File: src/rtl/regfile_pkg.sv
// Shared types and default widths for the multi-port register file.
package regfile_pkg;

   typedef enum logic {
      IDLE  = 1'b0,
      CLEAR = 1'b1
   } state_t;

   localparam int DEF_DATA_W = 32;
   localparam int DEF_ADDR_W = 5;
   localparam int DEF_NUM_RD = 2;

endpackage

File: src/rtl/regfile_clr_fsm.sv
// Clear sequencer: walks every entry once, emitting a zero-write strobe and address.
module regfile_clr_fsm
   import regfile_pkg::*;
#(
   parameter int ADDR_W = DEF_ADDR_W
) (
   input  logic              clk,
   input  logic              rst,
   input  logic              clr_req,
   output logic              busy,
   output logic              clr_we,
   output logic [ADDR_W-1:0] clr_addr
);

   state_t            state, state_nxt;
   logic [ADDR_W-1:0] cnt, cnt_nxt;

   always_ff @(posedge clk) begin
      if (rst) begin
         state <= CLEAR;
         cnt   <= '0;
      end else begin
         state <= state_nxt;
         cnt   <= cnt_nxt;
      end
   end

   // A request arriving while clearing is ignored; only rst restarts the walk.
   always_comb begin
      state_nxt = state;
      cnt_nxt   = cnt;
      case (state)
         IDLE: begin
            if (clr_req) begin
               state_nxt = CLEAR;
               cnt_nxt   = '0;
            end
         end
         CLEAR: begin
            cnt_nxt = cnt + 1'b1;
            if (cnt == '1) state_nxt = IDLE;
         end
      endcase
   end

   assign busy     = (state == CLEAR);
   assign clr_we   = busy && !rst;
   assign clr_addr = cnt;

endmodule

File: src/rtl/regfile_mp.sv
// Two-write, NUM_RD-read register file with write-through bypass and a clear sequencer.
module regfile_mp
   import regfile_pkg::*;
#(
   parameter int DATA_W   = DEF_DATA_W,
   parameter int ADDR_W   = DEF_ADDR_W,
   parameter int NUM_RD   = DEF_NUM_RD,
   parameter int ZERO_REG = 1
) (
   input  logic                     clk,
   input  logic                     rst,
   input  logic                     we0,
   input  logic                     we1,
   input  logic [ADDR_W-1:0]        waddr0,
   input  logic [ADDR_W-1:0]        waddr1,
   input  logic [DATA_W-1:0]        wdata0,
   input  logic [DATA_W-1:0]        wdata1,
   input  logic [NUM_RD-1:0]        re,
   input  logic [NUM_RD*ADDR_W-1:0] raddr,
   output logic [NUM_RD*DATA_W-1:0] rdata,
   input  logic                     clr_req,
   output logic                     busy
);

   localparam int DEPTH = 2**ADDR_W;

   logic [DATA_W-1:0] mem [DEPTH];
   logic              clr_we;
   logic [ADDR_W-1:0] clr_addr;
   logic              zero_en;
   logic              wr0_ok, wr1_ok;

   regfile_clr_fsm #(
      .ADDR_W (ADDR_W)
   ) u_clr (
      .clk      (clk),
      .rst      (rst),
      .clr_req  (clr_req),
      .busy     (busy),
      .clr_we   (clr_we),
      .clr_addr (clr_addr)
   );

   assign zero_en = (ZERO_REG != 0);
   assign wr0_ok  = we0 && !busy && !rst && !(zero_en && (waddr0 == '0));
   assign wr1_ok  = we1 && !busy && !rst && !(zero_en && (waddr1 == '0));

   // Port 1 is assigned last so it wins an address collision.
   always_ff @(posedge clk) begin
      if (clr_we) begin
         mem[clr_addr] <= '0;
      end else begin
         if (wr0_ok) mem[waddr0] <= wdata0;
         if (wr1_ok) mem[waddr1] <= wdata1;
      end
   end

   for (genvar k = 0; k < NUM_RD; k++) begin : g_rd
      logic [ADDR_W-1:0] ra;
      logic [DATA_W-1:0] rd;

      assign ra = raddr[k*ADDR_W +: ADDR_W];

      always_comb begin
         rd = '0;
         if (!rst && !busy && re[k] && !(zero_en && (ra == '0))) begin
            if (wr1_ok && (waddr1 == ra))      rd = wdata1;
            else if (wr0_ok && (waddr0 == ra)) rd = wdata0;
            else                               rd = mem[ra];
         end
      end

      assign rdata[k*DATA_W +: DATA_W] = rd;
   end

endmodule

File: config.mk
export PLATFORM = sky130hd
export DESIGN_NAME = regfile_mp
export DESIGN_NICKNAME = d
export VERILOG_FILES = /design/src/rtl/regfile_pkg.sv /design/src/rtl/regfile_clr_fsm.sv /design/src/rtl/regfile_mp.sv
export SDC_FILE = /design/constraint.sdc
export NUM_CORES = 2
export LEC_CHECK = 0
export CAP_MARGIN = 5
export CELL_PAD_IN_SITES_DETAIL_PLACEMENT = 0
export CELL_PAD_IN_SITES_GLOBAL_PLACEMENT = 1
export CORE_MARGIN = 3
export CORE_UTILIZATION = 38
export CTS_BUF_LIST = sky130_fd_sc_hd__clkbuf_4
export DETAILED_ROUTE_END_ITERATION = 8
export GPL_ROUTABILITY_DRIVEN = 1
export PLACE_DENSITY = 0.62
export SETUP_SLACK_MARGIN = 0.1
export SLEW_MARGIN = 20
export SYNTH_ARGS = -nofsm -noshare
export SYNTH_HDL_FRONTEND = slang
export SYNTH_HIERARCHICAL = 1
export SYNTH_SLANG_ARGS = --single-unit
File: constraint.sdc
create_clock -name clk -period 6 [get_ports clk]
set_input_delay 0.9 -clock clk [delete_from_list [all_inputs] [get_ports clk]]
set_output_delay 0.9 -clock clk [all_outputs]
set_load 0.02 [all_outputs]
; ---- Yosys cells after proc, flatten, opt, wreduce, memory -nomap -nowiden
; Memory sizes are Yosys's and may differ from the RTL's.
; Cells that the tools add are included.
[totals]
output_inout_bits = 65
mem_bits_ro = 0
input_bits = 91
latch_bits = 0
mem_bits_rw = 1024
elab_cells = 60
memories = 1
reg_bits = 6
[mem_list]
columns = memory, depth, width, read_ports, rd_clocked_by_memory_dff, write_ports, line_no
row1 = mem, 32, 32, 2, 0, 2, regfile_mp.sv:27  ; logic [DATA_W-1:0] mem [DEPTH];
[classes]
shift = 0
n_mul = 0
n_bitwise = 1
n_mux = 22
eq_ne = 6
div = 0
reduce_logical = 27
n_lt_le_gt_ge = 0
addsub = 1
[op_table]
columns = operator, count
row1 = 32-bit 2-to-1 mux, 7
row2 = 32-bit OR reduction, 1
row3 = 5-bit == test, 4
row4 = 5-bit zero test, 4
row5 = 1-bit logical AND, 16
row6 = 1-bit 2-to-1 mux, 11
row7 = 5-bit 2-to-1 mux, 2
row8 = 5-bit one-hot mux with 2 select lines, 1
row9 = 1-bit zero test, 6
row10 = "5-bit by 1-bit adder with 5-bit output, second input constant", 1
row11 = "5-bit == test, second input constant", 1
row12 = "2-bit inequality test, second input constant", 1
row13 = 1-bit one-hot mux with 2 select lines, 1
row14 = 1-bit NOT, 1

; ---- Longest topological paths before layout
[depth]
word_depth = 9
depth_mapped = 10
depth_no_buf = 6

; ---- Cells and area by module
; The synthesis kept the hierarchy.
[modules_own_cells]
columns = mod, seq_area_each_um2, cells_per_inst, n_inst, area_each_um2
row1 = regfile_mp, 30749.5, 5951, 1, 60839.6
row2 = regfile_clr_fsm, 120.1, 31, 1, 277.8

; ---- Worst setup path before layout
; Ideal clock, no wire load.
[synth_path]
path_type = input to register
from = input port rst
to = memory mem[2][0] (netlist name), enable pin
t_arrival_ns = 3.976
n_path_buf = 2
required_ns = 5.567
cell_stages = 7
setup_time_ns = 0.433
path_slack_ns = 1.591
cell_sequence = or3b_4 > a211oi_4 > buf_6 > buf_6 > mux2i_1 > nand2_1 > o22ai_1
[synth_rtl]
columns = item, line_no
row1 = start: declaration, regfile_mp.sv:11  ; input logic rst,
row2 = end: declaration, regfile_mp.sv:27

; ---- Worst setup path in the final report
[layout_path]
from = input port raddr[8]
to = output port rdata[51]
[layout_via]
elab_chain_cells = 5
elab_cells_between_ends = 11
cone_classes = eq/ne (2) / mux (3) / reduce/logical (5) / memory (1)
[layout_rtl]
columns = item, line_no
row1 = start: declaration, regfile_mp.sv:19  ; input logic [NUM_RD*ADDR_W-1:0] raddr,
row2 = "parallel branches: the longest is 4 deep, another holds memory 32 x 32 bit", n/a
row3 = 32-bit 2-to-1 mux *, regfile_mp.sv:66  ; if (!rst && !busy && re[k] && !(zero_en && (ra == '0))) begin
row4 = end: declaration, regfile_mp.sv:20  ; output logic [NUM_RD*DATA_W-1:0] rdata,
; Mark *: on every way between the ends.

==> impl_results.md <==
- Status: finished clean
- Critical-path top delay cell: nand4bb_2
- Slew margin rel.: 0.227
- Critical Setup Path Class: in -> out
- Startpoint Class: primary input
- Hpwl dp: 164 mm
- # Post-CTS Setup Buffers: 0
- Worst reg2reg path depth: 6
- Comb power frac: 0.086
- Synth warnings: 6
- P&R area growth vs syn: 13.8%
- Global-route usage over all layers: 0.310
- Syn Inst Count: 5,982
- H-Tree Depth: 5
- Final setup vio count: 0
- Row cnt: 146
- Area contributors post-synth: edfxtp_1 50%, mux2i_1 12%, o21ai_0 8.3%
- Vias/cell: 6.00
- Sw Pwr: 4.09 mW
- Setup ws final: 0.318 ns
- Syn_nets: 6,075
- Worst path required time: 5.10 ns
- CP arrival: 4.78 ns
- Initial antenna violation count: 13
- Placer Congestion: 0.892
- Post_cts resized: 0
- Mapped cell area: 61,100 sq um
- Initial DRC Count: 6,154
- Max VDD drop: 216 uV
- DR DRC count: 0
- Die width: 407 microns
- Critical Path Max Stage Delay: 0.91 ns
- Hold Crit Endpoint: mem[15][10]$_DFFE_PP_
- M1 WL: 106 mm
- Post-synth EDFFs: 1,024
- IO Pins: 156
- Layout Nets: 6,172
- Period utilization: 0.947
- Setup_tns: 0 ns
- Main flop type after synthesis: edfxtp_1
- Pins Over Slew Limit: 0
- Vias in the first global route: 48.9k
- Die Y: 407 microns
- Port Buffers: 155
- Clock sinks: 1,030
- Post-Syn Area per Cell: 10.2 sq um
- R2R Path End: mem[11][18]$_DFFE_PP_
- Leak: 25.6 nW
- Yosys cell types: 65
- Sequential area share after synthesis: 0.505
- Reg2reg start: u_clr/busy$_SDFF_PP1_
- Least-Margin Pin Slew: 1.16 ns
- Fmax: 176 MHz
- CTS buffer count: 316
- Clock Skews: 0.0483 ns
- Drt total wl: 259 mm
- Via count: 50.5k
- Worst-path clk slew: 0.06 ns
- Drt wl/cell: 30.8 microns
- Hold_sp: wdata1[10]
- Longest Clk Path Bufs: 4
- Root Buffer: clkbuf_4
- Worst-Skew Late Latency: 1.31 ns
- Crit-path cells: clkdlybuf4s50_1, nand4bb_2, buf_12, o22ai_1, nor2_1, nand3_1, nor3_1, o31ai_2, buf_4
- Ys async rst share: 0
- Internal Pwr Total: 11.7 mW
- Clock tree from TritonCTS: done
- Sw Ratio: 0.259
- ANT nets after route: 0
- Layout cells sized above 1: 0.179
- Hold Vio Cnt, Final: 0
- FILL cells: 15.1k
- Hold Crit Class: in -> reg
- Die area: 166,000 sq um
- Pwr Density: 227 nW/um^2
- Core area: 159,000 sq um
- Power Total: 15.8 mW
- Crit path max-delay family: buffers and inverters
- Crit-path max FO: 16
- Met2 wire length: 117 mm
- WHS Path Cells: 3
- First-pass GRT wire length: 364 mm
- Initial core utilization: 0.384
- Max cap viols: 0
- RSZ-0062 raised after global routing: no
- Min cycle time layout: 5.68 ns
- TritonRoute pass-1 iters: 8
- Area share of the largest cell type after synthesis: 0.503
- WP buf/inv: 3
- Hold buffers post-CTS: 0
- CP Capture Type: output pin
- Area leader, netlist: edfxtp_1
- Grt total ovfl: 0
- Clock power share: 0.417
- Highest Signal Layer: met5
- DP Worst Slack: 0.594 ns
- Commonest cells post-synth: 1,204 x nand2_1, 1,024 x edfxtp_1, 1,011 x o21ai_0
- Most frequent cell after synthesis: nand2_1
- Largest net degree at the start of global routing: 65
- Post-synthesis register bit count: 1,030
- Worst Setup SP: raddr[8]
- Flop2flop setup slack: 2.09 ns
- Sequential power share: 0.497
- Routed length on met3: 23.5 mm
[state kept, by name, summed over array words and instances (netlist names)]
| register | flops |
|---|---|
| u_clr/busy | 1 |
| u_clr/clr_addr | 5 |
| mem | 1024 |
[metrics by stage]
| stage | instances | hold WS (ns) | instance area, sq um | util |
|---|---|---|---|---|
| 6_report | 8425 | 0.397 | 69600 | 0.437 |
| 2_1_floorplan | 5982 | 0.505 | 61100 | - |
| 3_5_place_dp | 7907 | 0.572 | 65900 | 0.414 |
| 3_3_place_gp | 7906 | 0.565 | 65900 | 0.414 |
| 4_1_cts | 8409 | 0.226 | 69500 | 0.437 |
| 5_1_grt | 8415 | 0.285 | 69500 | 0.437 |
[cell type report]
class | instances | area, sq um | area share
sequential | 1030 | 30900 | 0.444
multi-input combinational | 4229 | 27800 | 0.400
timing repair buffer | 464 | 4430 | 0.0637
clock buffer | 444 | 3330 | 0.0479
tap | 2146 | 2690 | 0.0386
clock inverter | 58 | 249 | 0.00358
inverter | 38 | 143 | 0.00205
antenna | 16 | 40.0 | 0.000576
[worst register-to-register path, stage by stage (launching register included)]
cell	delay (ns)
dfxtp_1	0.47
or3b_4	0.52
a211oi_4	0.69
mux2i_1	0.50
nand2_1	0.36
o22ai_4	0.51
buf_4	0.48
[layout by cell type (no fill, tap or decap), types with 38 or more instances in the layout]
cell	instances
o21ai_1	110
a211oi_1	62
clkdlybuf4s50_1	138
edfxtp_1	1024
inv_1	38
nor2b_1	68
mux2i_1	705
a2111oi_0	61
o22ai_1	250
buf_12	47
mux2_2	64
clkbuf_4	444
clkinv_1	45
mux4_2	130
nor2_1	233
buf_4	273
o21ai_0	1011
nand3_1	47
nand2_1	1202
[worst max path at each step]
stage	endpoint	depth (start not counted)	slack, ns
floorplan	mem[2][0]$_DFFE_PP_	7	1.59
global placement	rdata[30]	9	0.47
detailed placement	rdata[51]	9	0.59
global route	rdata[59]	8	0.12
finish	rdata[51]	9	0.32
CTS	rdata[59]	8	0.20
[layer usage]
layer,vias to the layer above,global-route usage
met2,2648,0.481
met4,6,0.145
met5,-,0
met1,24900,0.413
met3,625,0.0663
li1,22400,-
[cells by family after synthesis]
kind of cell	after synthesis	share of synthesized area
AO/OA/AOI/OAI	1585	0.147
XOR/XNOR	20	0.00287
flip-flops	1030	0.505
buffers and inverters	723	0.0508
AND/OR/NAND/NOR	1723	0.119
multiplexers	899	0.175
adder cells (fa/ha/maj)	2	0.000409
[power groups by stage]
| stage | clock (mW) | combinational, mW | sequential [mW] |
|---|---|---|---|
| after floorplan | 0 | 0.751 | 8.00 |
| after global placement | 0 | 1.33 | 8.00 |
| after detailed placement | 0 | 1.33 | 8.00 |
| after CTS | 6.73 | 1.33 | 7.85 |
| after global routing | 7.11 | 1.39 | 7.85 |
| final | 6.59 | 1.35 | 7.85 |
(Power assumes the default switching activity.)
